<file path="config.mk">
export PLATFORM = sky130hd
export DESIGN_NAME = unified_mem_arbiter
export DESIGN_NICKNAME = d
export VERILOG_FILES = /design/src/rtl/unified_mem_arbiter_pkg.sv /design/src/rtl/unified_mem_arbiter_rr_arbiter2.sv /design/src/rtl/unified_mem_arbiter.sv
export SDC_FILE = /design/constraint.sdc
export NUM_CORES = 1
export LEC_CHECK = 0
export CORE_AREA = 2 2 148 150
export CTS_BUF_LIST = sky130_fd_sc_hd__clkbuf_4 sky130_fd_sc_hd__clkbuf_8
export CTS_CLUSTER_SIZE = 40
export DETAILED_ROUTE_END_ITERATION = 12
export DIE_AREA = 0 0 150 152
export GPL_ROUTABILITY_DRIVEN = 1
export PLACE_DENSITY_LB_ADDON = 0.3
export SLEW_MARGIN = 20
export SYNTH_ARGS = -nofsm -noshare
export SYNTH_HDL_FRONTEND = slang
export SYNTH_SLANG_ARGS = --single-unit
</file>
<file path="constraint.sdc">
create_clock -name clk -period 4.6 [get_ports clk]
set_clock_uncertainty 0.2 [all_clocks]
set_input_delay 0.46 -clock clk [delete_from_list [all_inputs] [get_ports clk]]
set_output_delay 0.46 -clock clk [all_outputs]
set_load 0.1 [all_outputs]
</file>
<file path="src/rtl/unified_mem_arbiter_pkg.sv">
// Shared types for the memory-stage arbiter: FSM states, port ids, request/response
// records and the small helpers used by the arbiter datapath.
package unified_mem_arbiter_pkg;

  localparam int unsigned MEM_ADDR_W = 16;
  localparam int unsigned MEM_DATA_W = 64;
  localparam int unsigned WD_W       = 8;

  typedef enum logic [1:0] {
    IDLE = 2'd0,
    BUSY = 2'd1,
    RESP = 2'd2
  } arb_state_t;

  typedef enum logic {
    PORT_I = 1'b0,
    PORT_D = 1'b1
  } port_id_t;

  typedef struct packed {
    logic [MEM_ADDR_W-1:0] addr;
    logic [MEM_DATA_W-1:0] data;
    logic                  rw;
  } mem_req_t;

  typedef struct packed {
    logic [MEM_DATA_W-1:0] data;
    logic                  ready;
    logic                  err;
  } mem_rsp_t;

  // A tie goes to the port that did not win last time.
  function automatic port_id_t rr_pick(input logic req_i, input logic req_d,
                                       input port_id_t last);
    if (req_i && req_d) begin
      return (last == PORT_I) ? PORT_D : PORT_I;
    end
    return (req_d && !req_i) ? PORT_D : PORT_I;
  endfunction

  function automatic logic [WD_W-1:0] sat_inc(input logic [WD_W-1:0] v);
    return (v == '1) ? v : v + 1'b1;
  endfunction

endpackage

</file>
<file path="src/rtl/unified_mem_arbiter_rr_arbiter2.sv">
// Two-input round-robin picker; the remembered winner only moves when a grant is taken.
module rr_arbiter2
  import unified_mem_arbiter_pkg::*;
(
  input  logic     clk,
  input  logic     rst_n,
  input  logic     req_ic_i,
  input  logic     req_dc_i,
  input  logic     accept_i,
  output logic     gnt_vld_o,
  output port_id_t gnt_o
);

  port_id_t last_q;

  assign gnt_vld_o = req_ic_i | req_dc_i;
  assign gnt_o     = rr_pick(req_ic_i, req_dc_i, last_q);

  // Reset to D so that I wins the first tie.
  always_ff @(posedge clk) begin
    if (!rst_n) begin
      last_q <= PORT_D;
    end else if (accept_i && gnt_vld_o) begin
      last_q <= gnt_o;
    end
  end

endmodule

</file>
<file path="src/rtl/unified_mem_arbiter.sv">
// Shares the single-ported unified memory between the I-cache and D-cache miss paths:
// one transaction at a time, round-robin on contention, watchdog on a silent memory.
module unified_mem_arbiter
  import unified_mem_arbiter_pkg::*;
#(
  parameter int unsigned ADDR_W  = 16,
  parameter int unsigned DATA_W  = 64,
  parameter int unsigned TIMEOUT = 31
) (
  input  logic              clk,
  input  logic              rst_n,

  input  logic              i_valid,
  input  logic              i_rw,
  input  logic [ADDR_W-1:0] i_addr,
  input  logic [DATA_W-1:0] i_wdata,
  output logic              i_rdy,
  output logic              i_err,

  input  logic              d_valid,
  input  logic              d_rw,
  input  logic [ADDR_W-1:0] d_addr,
  input  logic [DATA_W-1:0] d_wdata,
  output logic              d_rdy,
  output logic              d_err,

  output logic [DATA_W-1:0] rdata,

  output logic              mem_re,
  output logic              mem_we,
  output logic [ADDR_W-1:0] mem_addr,
  output logic [DATA_W-1:0] mem_wdata,
  input  logic [DATA_W-1:0] mem_rdata,
  input  logic              mem_rdy
);

  localparam logic [WD_W-1:0] WD_LAST = WD_W'(TIMEOUT - 1);

  arb_state_t        state_q;
  port_id_t          owner_q;
  logic              rw_q;
  logic [ADDR_W-1:0] addr_q;
  logic [DATA_W-1:0] wdata_q;
  logic [DATA_W-1:0] rdata_q;
  logic [WD_W-1:0]   wd_q;
  logic              mem_re_q;
  logic              mem_we_q;
  logic              i_rdy_q;
  logic              i_err_q;
  logic              d_rdy_q;
  logic              d_err_q;

  logic              gnt_vld;
  port_id_t          gnt;
  logic              sel_rw;
  logic [ADDR_W-1:0] sel_addr;
  logic [DATA_W-1:0] sel_wdata;
  logic              wd_expired;
  logic              busy_done;
  logic              own_i;

  rr_arbiter2 u_rr (
    .clk       (clk),
    .rst_n     (rst_n),
    .req_ic_i  (i_valid),
    .req_dc_i  (d_valid),
    .accept_i  (state_q == IDLE),
    .gnt_vld_o (gnt_vld),
    .gnt_o     (gnt)
  );

  assign sel_rw     = (gnt == PORT_D) ? d_rw    : i_rw;
  assign sel_addr   = (gnt == PORT_D) ? d_addr  : i_addr;
  assign sel_wdata  = (gnt == PORT_D) ? d_wdata : i_wdata;

  // mem_rdy takes priority over the watchdog when both land in the same cycle.
  assign wd_expired = !mem_rdy && (wd_q == WD_LAST);
  assign busy_done  = mem_rdy || wd_expired;
  assign own_i      = (owner_q == PORT_I);

  always_ff @(posedge clk) begin
    if (!rst_n) begin
      state_q  <= IDLE;
      owner_q  <= PORT_I;
      rw_q     <= 1'b0;
      addr_q   <= '0;
      wdata_q  <= '0;
      rdata_q  <= '0;
      wd_q     <= '0;
      mem_re_q <= 1'b0;
      mem_we_q <= 1'b0;
      i_rdy_q  <= 1'b0;
      i_err_q  <= 1'b0;
      d_rdy_q  <= 1'b0;
      d_err_q  <= 1'b0;
    end else begin
      case (state_q)
        IDLE: begin
          if (gnt_vld) begin
            owner_q  <= gnt;
            rw_q     <= sel_rw;
            addr_q   <= sel_addr;
            wdata_q  <= sel_wdata;
            wd_q     <= '0;
            mem_re_q <= ~sel_rw;
            mem_we_q <= sel_rw;
            state_q  <= BUSY;
          end
        end
        BUSY: begin
          if (busy_done) begin
            rdata_q  <= (mem_rdy && !rw_q) ? mem_rdata : '0;
            mem_re_q <= 1'b0;
            mem_we_q <= 1'b0;
            i_rdy_q  <= own_i;
            d_rdy_q  <= !own_i;
            i_err_q  <= own_i && wd_expired;
            d_err_q  <= !own_i && wd_expired;
            state_q  <= RESP;
          end else begin
            wd_q <= sat_inc(wd_q);
          end
        end
        RESP: begin
          i_rdy_q <= 1'b0;
          d_rdy_q <= 1'b0;
          i_err_q <= 1'b0;
          d_err_q <= 1'b0;
          state_q <= IDLE;
        end
        default: begin
          state_q <= IDLE;
        end
      endcase
    end
  end

  assign mem_re    = mem_re_q;
  assign mem_we    = mem_we_q;
  assign mem_addr  = addr_q;
  assign mem_wdata = wdata_q;
  assign rdata     = rdata_q;
  assign i_rdy     = i_rdy_q;
  assign i_err     = i_err_q;
  assign d_rdy     = d_rdy_q;
  assign d_err     = d_err_q;

endmodule

</file>
After elaboration in Yosys (flattened, before gate mapping) --
Cells that the tools add are included. W data, S select, Z words.
Word-level totals: register bits after elaboration 163, bits in latches 0, memory bits (writable) 0, ROM bits 0, input bits 231, output and inout port bits 150, logic and storage cells 75, memories kept 0
Cells by class: add/sub/neg operators 1, $mul 0, divide/modulo/power cells 0, order comparisons 0, eq/ne operators 8, shift-type cells 0, muxes and demuxes 29, bitwise gates (word level) 3, reductions and logical operators 20
Operators by type and width (number):
- $mux W64 | 2
- $mux W8 | 3
- $mux W16 | 1
- $pmux W8 S2 | 1
- $mux W1 | 13
- $pmux W1 S2 | 6
- $add A8 B1 Y8 const B | 1
- $eq A8 B5 Y1 const B | 1
- $eq A8 B8 Y1 const B | 1
- $ne A2 B2 Y1 const B | 4
- $reduce_and A2 Y1 | 4
- $logic_and A1 B1 Y1 | 7
- $mux W2 | 2
- $pmux W2 S2 | 1
- $reduce_and A4 Y1 | 1
- $reduce_bool A2 Y1 | 2
- $logic_not A1 Y1 | 3
- $reduce_and A3 Y1 | 1
- $eq A2 B1 Y1 const B | 1
- $eq A2 B2 Y1 const B | 1
- $logic_not A2 Y1 | 1
- $not A1 Y1 | 2
- $logic_or A1 B1 Y1 | 1
- $or A1 B1 Y1 | 1

Longest topological paths before layout --
Gate-level depths: netlist of the first run.
depth after elaboration 8, gate-level depth with buffers 6, depth with buffers taken out 5

By module --
From an unflattened synthesis of the first run, not the netlist that was laid out.
Unflattened totals: cells, all modules 620, area, all modules 6432.4 um2
Modules (own cells, without submodules):
- unified_mem_arbiter | instances 1, cells each 614, area each 6378.6 um2, seq. area each 3243.1 um2
- rr_arbiter2 | instances 1, cells each 6, area each 53.8 um2, seq. area each 20.0 um2

Worst setup path after synthesis of the first run --
OpenSTA, ideal clock, no wires.
path kind register to register, start register wd_q[0], end register wd_q[4], library setup time 0.122 ns, arrival 1.544 ns, path slack 2.734 ns, cell stages (with the launch flop) 7, buffers on the path 1, clock period less this slack 1.866 ns, cells stage by stage dfxtp_1 -> ha_1 -> and4_1 -> clkbuf_2 -> a211o_1 -> a2bb2oi_2 -> o2bb2a_1
On the way: word-level cells in the longest chain between the ends 5, elaborated cells on any way between the ends 11, classes of those cells 1 x add/sub; 4 x eq/ne; 3 x mux; 3 x reduce/logical
RTL lines:
- from (decl) | RTL line unified_mem_arbiter.sv:45 | logic [WD_W-1:0] wd_q;
- from (signal assigned) | RTL line unified_mem_arbiter.sv:121 | wd_q <= sat_inc(wd_q);
- parallel branches: the longest is 5 deep, another holds $add A8 B1 Y8
Parallel ways; which one is timed is not known. The select of a mux whose other input is x is not followed. A chain may end at the register's enable or synchronous reset.

Final worst setup path of the first run --
start register rdata_q[57] (netlist: rdata[57]), end output port rdata[57]
RTL lines:
- from (decl) | RTL line unified_mem_arbiter.sv:44 | logic [DATA_W-1:0] rdata_q;
- from (signal assigned) | RTL line unified_mem_arbiter.sv:112 | rdata_q <= (mem_rdy && !rw_q) ? mem_rdata : '0;
- to (decl) | RTL line unified_mem_arbiter.sv:27 | output logic [DATA_W-1:0] rdata,
No word-level cell between the ends.

==> results_dict.tcl, run 1 <==
set metrics [dict create \
    post_cts_buffers 0 \
    status "finished, final reports clean" \
    cp_slowest_stage_delay_ns 1.25 \
    critPathLaunchType "flip-flop" \
    drt-vias-per-instance 4.71 \
    synth_top_cell_area_share_pct 50.2 \
    hold_buffers 0 \
    crit_type "flip-flop to primary output" \
    slew_violations 0 \
    final_cells 1262 \
    seq_area_mm2 0.00326 \
    setup_slack_ns 1.90 \
    gp_congestion 0.836 \
    fin_crit_sh_pct 58.6 \
    cts-root-buf "clkbuf_8" \
    final.fill_count 2014 \
    hold_viol 0 \
    period_minus_slack_ns 2.70 \
    ant_nets 0 \
    die_w_um 150 \
    grt_usage_pct 17.9 \
    yosysSeqAreaShare_pct 50.2 \
    clk_latency_ns 0.44 \
    worst-path-buf-inv 1 \
    slew-limit-headroom_pct 24.8 \
    rr_worst_depth 6 \
    synth_top_cell_by_area "dfxtp_1" \
    hold_depth 1 \
    power.density_mw_per_mm2 381 \
    ys_seq_elements 163 \
    grt.overflow.total 0 \
    total_power_w 0.00413 \
    synth_top_flop_cell "dfxtp_1" \
    synthesis.nets 852 \
    cts_buffers 17 \
    dp_slack_ns 1.60 \
    vias 5949 \
    antenna_found_initial 0 \
    setup_tns_ns 0 \
    setup_violations 0 \
    cp_cell_sequence "clkdlybuf4s50_1" \
    worst_path_max_delay_cell "clkdlybuf4s50_1" \
    drt_first_iter_violations 290 \
    grt_pass1_wl_mm 31.9 \
    arrival_ns 2.04 \
    pin_count 381 \
    hold_start "rdata[61]" \
    leakagePower_nw 4.02 \
    final_nets 1203 \
    rsz0062_at_grt "no" \
    drv_cap 0 \
    grt_max_degree 148 \
    core_mm2 0.0214 \
    cts_resized 0 \
    wl_per_cell_um 16.8 \
    cp_top_family "buffers and inverters" \
    crit_required_ns 3.94 \
    synth_edf_count 0 \
    clock-sinks 163 \
    drc 0 \
    dpl.cell_count 1230 \
    synth_area_mm2 0.00649 \
    io_buffers 380 \
    worst_r2r_endpoint "rdata[4]" \
    start_util_pct 30.4 \
    area_growth_pct 66.8 \
    layout_common_cells "380 x clkdlybuf4s50_1, 163 x dfxtp_1, 88 x nor2_1" \
    diodes 0 \
    synth.avg_cell_area_um2 10.5 \
    final_common_cell "clkdlybuf4s50_1" \
    crit_path_end_kind "primary output" \
    rows 54 \
    cp_max_fo 2 \
    worstHoldPathType "flip-flop to flip-flop" \
    post-dp-hpwl_mm 15.5 \
    cts_tree "yes" \
    async_flop_share_pct 0 \
    routed_wl_mm 21.2 \
    ir_drop_v 0.000164 \
    die_area_mm2 0.0228 \
    yosysUniqueCellTypes 49 \
    h-tree-depth 4 \
    synth_area_leaders "dfxtp_1 50%, mux2i_1 13%, a211oi_1 9.5%" \
    ys_warn_count 0 \
    grt_pass1_vias 5785 \
    clock_path_buffers 2 \
    syn-instance-count 619 \
    dr.pass1.iters 4 \
    die_h_um 152 \
    drive_above_1_share_pct 5.50 \
    reg2reg_slack_ns 2.32 \
    r2r_start "wd_q[0]" \
    min_to "rdata[61]" \
    multi_input_area_mm2 0.00293 \
    fmaxAchievable_mhz 371 \
    clkTransAtPathRegs_ns 0.09 \
    tightest_slew_ns 1.12 \
]
==> Yosys cell counts (6+ instances only) <==
cell,n
buf_6,7
a21oi_1,12
a22o_1,64
o21ai_0,6
buf_2,24
o211ai_1,8
a211oi_1,82
nand3_1,6
dfxtp_1,163
nand2_1,7
mux2i_1,82
clkbuf_1,17
nor2_1,88
==> cell type report <==
cell class              count  share of cell area, %
clock inverters            12                  0.912
inverters                   5                  0.173
repair buffers            388                   36.2
flip-flops and latches    163                   30.1
well taps                 280                   3.23
clock buffers              19                   2.36
multi-input cells         395                   27.0
==> report_power, final <==
part           switching (W)  internal (W)
registers          0.0000620       0.00153
clock network       0.000568      0.000400
logic                0.00108      0.000487
==> per-layer routing <==
metal	wire length [um]	track usage (%)	part of all wire, %	vias up
li1	-	-	-	3013
met1	8300	20.2	39	2643
met2	10200	30.4	48	271
met3	2160	6.49	10	22
met4	537	7.23	2.5	0
met5	0	0	0	-
==> cell families (layout without fill, tap and decap cells) <==
| logic type | Yosys count | after routing | synth area share [%] |
|---|---|---|---|
| mux | 82 | 82 | 12.6 |
| fa+ha+maj | 2 | 2 | 0.385 |
| compound gates | 191 | 191 | 23.3 |
| buf+inv | 61 | 424 | 5.05 |
| flops | 163 | 163 | 50.2 |
| simple gates | 120 | 120 | 8.44 |
==> metrics by stage <==
stage	hold slack (ns)	utilization (%)	instance area (um^2)
floorplan	0.269	-	6490
CTS	0.283	50.6	10800
detailed placement	0.254	49.0	10500
global placement	0.255	49.0	10500
global route	0.289	50.7	10800
finish	0.278	50.7	10800
==> how the worst max path moves through the flow <==
stage | from | to | slack, ns | cells after the start
2_1_floorplan | wd_q[0] | wd_q[4] | 2.73 | 6
3_3_place_gp | d_valid | mem_wdata[34] | 1.66 | 5
3_5_place_dp | d_valid | mem_wdata[46] | 1.60 | 5
4_1_cts | rdata[57] | rdata[57] | 1.84 | 1
5_1_grt | rdata[57] | rdata[57] | 1.84 | 1
6_report | rdata[57] | rdata[57] | 1.90 | 1
==> registers in the layout (all words and copies together), names as in the netlist, 2 cells and up <==
signal / count
rdata: 64
mem_addr: 16
wd_q: 8
mem_wdata: 64
state_q: 2
Note: power is estimated with default switching activity, not from simulation.
==> inputs of run 2 (changes only) <==
--- a/config.mk
+++ b/config.mk
@@ -5,11 +5,11 @@
 export SDC_FILE = /design/constraint.sdc
 export NUM_CORES = 1
 export LEC_CHECK = 0
-export CORE_AREA = 2 2 148 150
+export CORE_AREA = 2 2 149 151
 export CTS_BUF_LIST = sky130_fd_sc_hd__clkbuf_4 sky130_fd_sc_hd__clkbuf_8
 export CTS_CLUSTER_SIZE = 40
 export DETAILED_ROUTE_END_ITERATION = 12
-export DIE_AREA = 0 0 150 152
+export DIE_AREA = 0 0 151 153
 export GPL_ROUTABILITY_DRIVEN = 1
 export PLACE_DENSITY_LB_ADDON = 0.3
 export SLEW_MARGIN = 20
==> constraint.sdc (replaced) <==
create_clock -name clk -period 2.65 [get_ports clk]
set_clock_uncertainty 0.2 [all_clocks]
set_input_delay 0.265 -clock clk [delete_from_list [all_inputs] [get_ports clk]]
set_output_delay 0.265 -clock clk [all_outputs]
set_load 0.1 [all_outputs]
==> run 2 against run 1 <==
Against the previous run: combinational power increased by 73%; critical endpoint is now rdata[31]; largest cell class unchanged; wire length increased by 2.4%; sequential share of layout area rose by 0.52 points; critical path type is now flip-flop to flip-flop; hold slack worse by 0.065 ns; final cell count is 1.2% higher; highest routed layer unchanged; largest power group unchanged.
==> results_dict.tcl, run 2 (synthesis gave the netlist of run 1 again) <==
set metrics [dict create \
    crit_required_ns 2.83 \
    drv_cap 0 \
    drive_above_1_share_pct 22.0 \
    worst_r2r_endpoint "rdata[31]" \
    cp_slowest_stage_delay_ns 0.53 \
    setup_slack_ns 0.365 \
    final_common_cell "clkdlybuf4s50_1" \
    cts_resized 0 \
    gp_congestion 0.819 \
    rr_worst_depth 6 \
    final_nets 1217 \
    area_growth_pct 64.0 \
    status "finished, final reports clean" \
    r2r_start "wd_q[0]" \
    cp_cell_sequence "inv_1 -> ha_1 -> a41o_2 -> a21oi_4 -> buf_4 -> a22o_1" \
    path_depth 6 \
    period_minus_slack_ns 2.29 \
    io_buffers 380 \
    cp_max_fo 64 \
    routed_wl_mm 21.7 \
    worstHoldPathType "input port to flip-flop" \
    p_switching_w 0.00300 \
    cts_tree "yes" \
    grt.overflow.total 0 \
    clock-sinks 163 \
    post_cts_buffers 0 \
    combPwrFrac_pct 36.8 \
    worst_path_max_delay_cell "buf_4" \
    cts_buffers 17 \
    fin_crit_sh_pct 86.2 \
    multi_input_area_mm2 0.00293 \
    slew-limit-headroom_pct 54.3 \
    crit_path_end_kind "flip-flop" \
    reg2reg_slack_ns 0.36 \
    p_sw_share_pct 40.8 \
    setup_tns_ns 0 \
    grt_max_degree 90 \
    cellInternalPower_w 0.00436 \
    whs_ns 0.214 \
    leakagePower_nw 4.40 \
    fmaxAchievable_mhz 438 \
    crit_type "flip-flop to flip-flop" \
    clkTransAtPathRegs_ns 0.09 \
    dpl.cell_count 1245 \
    seq_power_share_pct 37.5 \
    antenna_found_initial 0 \
    dp_slack_ns 0.313 \
    die_h_um 153 \
    hold_viol 0 \
    dr.pass1.iters 4 \
    cts-root-buf "clkbuf_8" \
    slew_violations 0 \
    wl_per_cell_um 17.0 \
    power.density_mw_per_mm2 692 \
    ir_drop_v 0.000313 \
    drt_first_iter_violations 171 \
    grt_pass1_vias 5854 \
    start_util_pct 30.2 \
    tightest_slew_ns 0.686 \
    drc 0 \
    ant_nets 0 \
    post-dp-hpwl_mm 16.6 \
    h-tree-depth 4 \
    core_mm2 0.0215 \
    arrival_ns 2.47 \
    final_cells 1277 \
    clock_path_buffers 2 \
    cp_top_family "compound AO/OA/AOI/OAI gates" \
    critPathLaunchType "flip-flop" \
    pin_count 381 \
    total_power_w 0.00737 \
    clk_latency_ns 0.44 \
    final.fill_count 2069 \
    worst-path-buf-inv 2 \
    diodes 0 \
    clock_power_share_pct 25.6 \
    grt_pass1_wl_mm 31.7 \
    die_w_um 151 \
    vias 6083 \
    rsz0062_at_grt "no" \
    rows 54 \
    seq_area_mm2 0.00326 \
    hold_buffers 0 \
    setup.worst_path.end "rdata[31]" \
    grt_usage_pct 17.8 \
    startpoint "wd_q[0]" \
    die_area_mm2 0.0231 \
    drt-vias-per-instance 4.76 \
    layout_common_cells "230 x clkdlybuf4s50_1, 165 x buf_4, 163 x dfxtp_1" \
    setup_violations 0 \
]
-- run 2: worst reg2reg max path, delay by kind of cell, from the launching register on --
family                     cells  cell delay [ns]
AOI/OAI and AO/OA              3             0.79
adders and majority gates      1             0.25
buffers and inverters          2             0.61
DFF                            1             0.38
-- run 2: metrics by stage --
step	utilization (%)	instance area (um^2)
finish	49.6	10600
global route	49.6	10600
CTS	49.6	10600
detailed placement	47.7	10200
global placement	47.7	10200
floorplan	-	6490
-- run 2: worst min path at each step --
stage                       start        end  slack [ns]  cells after the start
detailed placement      rdata[49]  rdata[49]        0.26                      1
global route        mem_rdata[45]  rdata[45]        0.18                      2
global placement        rdata[41]  rdata[41]        0.26                      1
CTS                  mem_rdata[3]   rdata[3]        0.17                      2
floorplan           mem_rdata[43]  rdata[43]        0.20                      1
finish               mem_rdata[3]   rdata[3]        0.21                      2
-- run 2: area by class of cell --
class	instances	area share (%)
repair buffers	402	34.6
flip-flops and latches	163	30.6
multi-input cells	395	27.5
well taps	280	3.29
clock buffers	20	2.47
clock inverters	12	1.37
inverters	5	0.176
-- run 2: power by group through the flow --
stage,logic (W),registers [W],clock network (W)
final,0.00271,0.00276,0.00189
after global routing,0.00282,0.00279,0.00207
after CTS,0.00273,0.00277,0.00197
after detailed placement,0.00273,0.00282,0
after global placement,0.00272,0.00282,0
after floorplan,0.000536,0.00416,0
-- run 2: metal layers --
layer / part of all wire, % / up-vias / global-route usage, %
li1: - / 3053 / -
met1: 41 / 2712 / 20.8
met2: 47 / 285 / 29.7
met3: 8.9 / 33 / 5.58
met4: 3.6 / 0 / 8.32
met5: 0 / - / 0
==> inputs of run 3 (changes only) <==
--- a/config.mk
+++ b/config.mk
@@ -5,11 +5,13 @@
 export SDC_FILE = /design/constraint.sdc
 export NUM_CORES = 1
 export LEC_CHECK = 0
-export CORE_AREA = 2 2 149 151
+export ABC_AREA = 1
+export CORE_ASPECT_RATIO = 0.5
+export CORE_MARGIN = 1.5
+export CORE_UTILIZATION = 40
 export CTS_BUF_LIST = sky130_fd_sc_hd__clkbuf_4 sky130_fd_sc_hd__clkbuf_8
 export CTS_CLUSTER_SIZE = 40
 export DETAILED_ROUTE_END_ITERATION = 12
-export DIE_AREA = 0 0 151 153
 export GPL_ROUTABILITY_DRIVEN = 1
 export PLACE_DENSITY_LB_ADDON = 0.3
 export SLEW_MARGIN = 20
==> run 3 against run 2 <==
Against the previous run: global-route usage is 5.1 points higher; clock-buffer cell count decreased by 1; wire length rose by 2.6%; core utilization increased by 16 points; largest power group unchanged.
==> results_dict.tcl, run 3 <==
set metrics [dict create \
    cts_tree "yes" \
    async_flop_share_pct 0 \
    synthesis.nets 1107 \
    hold_depth 3 \
    synth.avg_cell_area_um2 7.86 \
    leakagePower_nw 4.71 \
    rsz0062_at_grt "no" \
    synth_top_cell_by_area "dfxtp_1" \
    die_w_um 188 \
    ys_warn_count 0 \
    rows 33 \
    synth-simple-area-share_pct 30.8 \
    io_buffers 380 \
    synth_top_flop_cell "dfxtp_1" \
    routed_wl_mm 22.2 \
    grt_max_degree 150 \
    grt_pass1_vias 6575 \
    cp_slowest_stage_delay_ns 0.35 \
    gp_congestion 0.851 \
    ant_nets 0 \
    wl_per_cell_um 15.3 \
    vias 7345 \
    synthAdderAreaFrac_pct 0.364 \
    grt.overflow.total 0 \
    arrival_ns 2.32 \
    core_mm2 0.0166 \
    synth_top_family_by_area "simple AND/OR/NAND/NOR gates" \
    drt-vias-per-instance 5.05 \
    post-dp-hpwl_mm 15.7 \
    worst_path_max_delay_cell "dfxtp_1" \
    fmaxAchievable_mhz 470 \
    rr_worst_depth 11 \
    dr.pass1.iters 5 \
    cts_resized 0 \
    clock_path_buffers 2 \
    drt_first_iter_violations 471 \
    cts_buffers 17 \
    post_cts_buffers 0 \
    hold_viol 0 \
    hold_buffers 0 \
    fin_crit_sh_pct 80.3 \
    synth_edf_count 0 \
    die_h_um 95.7 \
    utilization_pct 65.1 \
    drv_cap 0 \
    final_common_cell "nand2_1" \
    tightest_slew_ns 0.609 \
    layout_common_cells "264 x nand2_1, 229 x clkdlybuf4s50_1, 163 x dfxtp_1" \
    status "finished, final reports clean" \
    crit_required_ns 2.84 \
    worstHoldPathType "input port to flip-flop" \
    syn-instance-count 874 \
    synth_common_cells "265 x nand2_1, 163 x dfxtp_1, 99 x nand3_1" \
    cp_cell_sequence "inv_1 -> ha_1 -> inv_1 -> nor2_1 -> nand2_1 -> nand2_2 -> nand2_4 -> nor2_4 -> buf_12 -> nand3_1 -> nand2_1" \
    synth_area_leaders "dfxtp_1 47%, nand2_1 14%, a31oi_1 7.3%" \
    final_nets 1447 \
    grt_pass1_wl_mm 33.3 \
    drc 0 \
    min_to "rw_q" \
    slew-limit-headroom_pct 59.4 \
    reg2reg_slack_ns 0.52 \
    synth-xor-area-share_pct 0 \
    pin_count 381 \
    crit_path_end_kind "flip-flop" \
    ir_drop_v 0.000361 \
    power.density_mw_per_mm2 657 \
    grt_usage_pct 22.9 \
    drive_above_1_share_pct 21.0 \
    ys_seq_elements 163 \
    slew_violations 0 \
    yosysMostFrequentCell "nand2_1" \
    antenna_found_initial 0 \
    clock-sinks 163 \
    h-tree-depth 4 \
    cts-root-buf "clkbuf_8" \
    hold_start "rst_n" \
    setup_violations 0 \
    die_area_mm2 0.0180 \
    crit_type "flip-flop to flip-flop" \
    clkTransAtPathRegs_ns 0.10 \
    start_util_pct 41.4 \
    area_growth_pct 57.3 \
    setup_tns_ns 0 \
    clk_latency_ns 0.44 \
    yosysSeqAreaShare_pct 47.5 \
    synth_top_cell_area_share_pct 47.5 \
    critPathLaunchType "flip-flop" \
    period_minus_slack_ns 2.13 \
    synth_mux_area_share_pct 0 \
    cp_max_fo 65 \
    yosysUniqueCellTypes 24 \
    synth_compound_area_share_pct 14.5 \
    worst_r2r_endpoint "rdata[55]" \
    r2r_start "wd_q[0]" \
    synth_area_mm2 0.00687 \
    final.fill_count 1418 \
]
==> run 3: worst max-delay path by stage <==
stage                     depth (start not counted)       endpoint  startpoint  slack (ns)
after floorplan                                  11      rdata[23]     wd_q[0]        0.95
after global placement                           10        wd_q[5]     d_valid        0.54
after detailed placement                          7  mem_wdata[48]     d_valid        0.44
after CTS                                        11      rdata[55]     wd_q[0]        0.53
after global routing                             11      rdata[58]     wd_q[0]        0.34
final                                            11      rdata[55]     wd_q[0]        0.52
==> run 3: cells by family after synthesis <==
family	count (synthesis)
fa+ha+maj	2
buf+inv	92
compound gates	178
simple gates	439
flops	163
==> run 3: stage by stage <==
step	cell area [um^2]	hold WS [ns]	power, W	setup WS (ns)	cells
6_report	10800	0.130	0.00711	0.522	1455
5_1_grt	10800	0.147	0.00740	0.338	1454
4_1_cts	10800	0.105	0.00718	0.526	1454
3_5_place_dp	10400	0.261	0.00530	0.441	1422
3_3_place_gp	10400	0.249	0.00527	0.535	1422
2_1_floorplan	6870	0.186	0.00450	0.947	874
==> run 3: cell type report <==
cell class	count	area [um^2]	share of cell area [%]
clock buffer	19	262	2.42
timing repair buffer	393	3620	33.5
multi-input combinational	619	3150	29.2
clock inverter	13	146	1.35
sequential	163	3260	30.2
inverter	20	75.1	0.694
antenna	1	2.50	0.0231
tap	227	284	2.63
==> run 3: layer usage <==
layer | track usage (%) | part of all wire [%] | vias to the layer above
li1 | - | - | 3655
met3 | 5.08 | 6.3 | 43
met4 | 9.46 | 2.6 | 0
met1 | 27.9 | 41 | 3384
met5 | 0 | 0 | -
met2 | 39.8 | 50 | 263
==> run 3: report_power, final <==
group | internal (W) | switching (W)
clock network | 0.000905 | 0.000961
logic | 0.000696 | 0.00182
registers | 0.00263 | 0.0000946
==> run 3: critical path, delay by kind of cell, from the launching register on <==
family	cells	cell delay, ns
flops	1	0.35
buf+inv	3	0.49
fa+ha+maj	1	0.15
simple gates	7	0.86
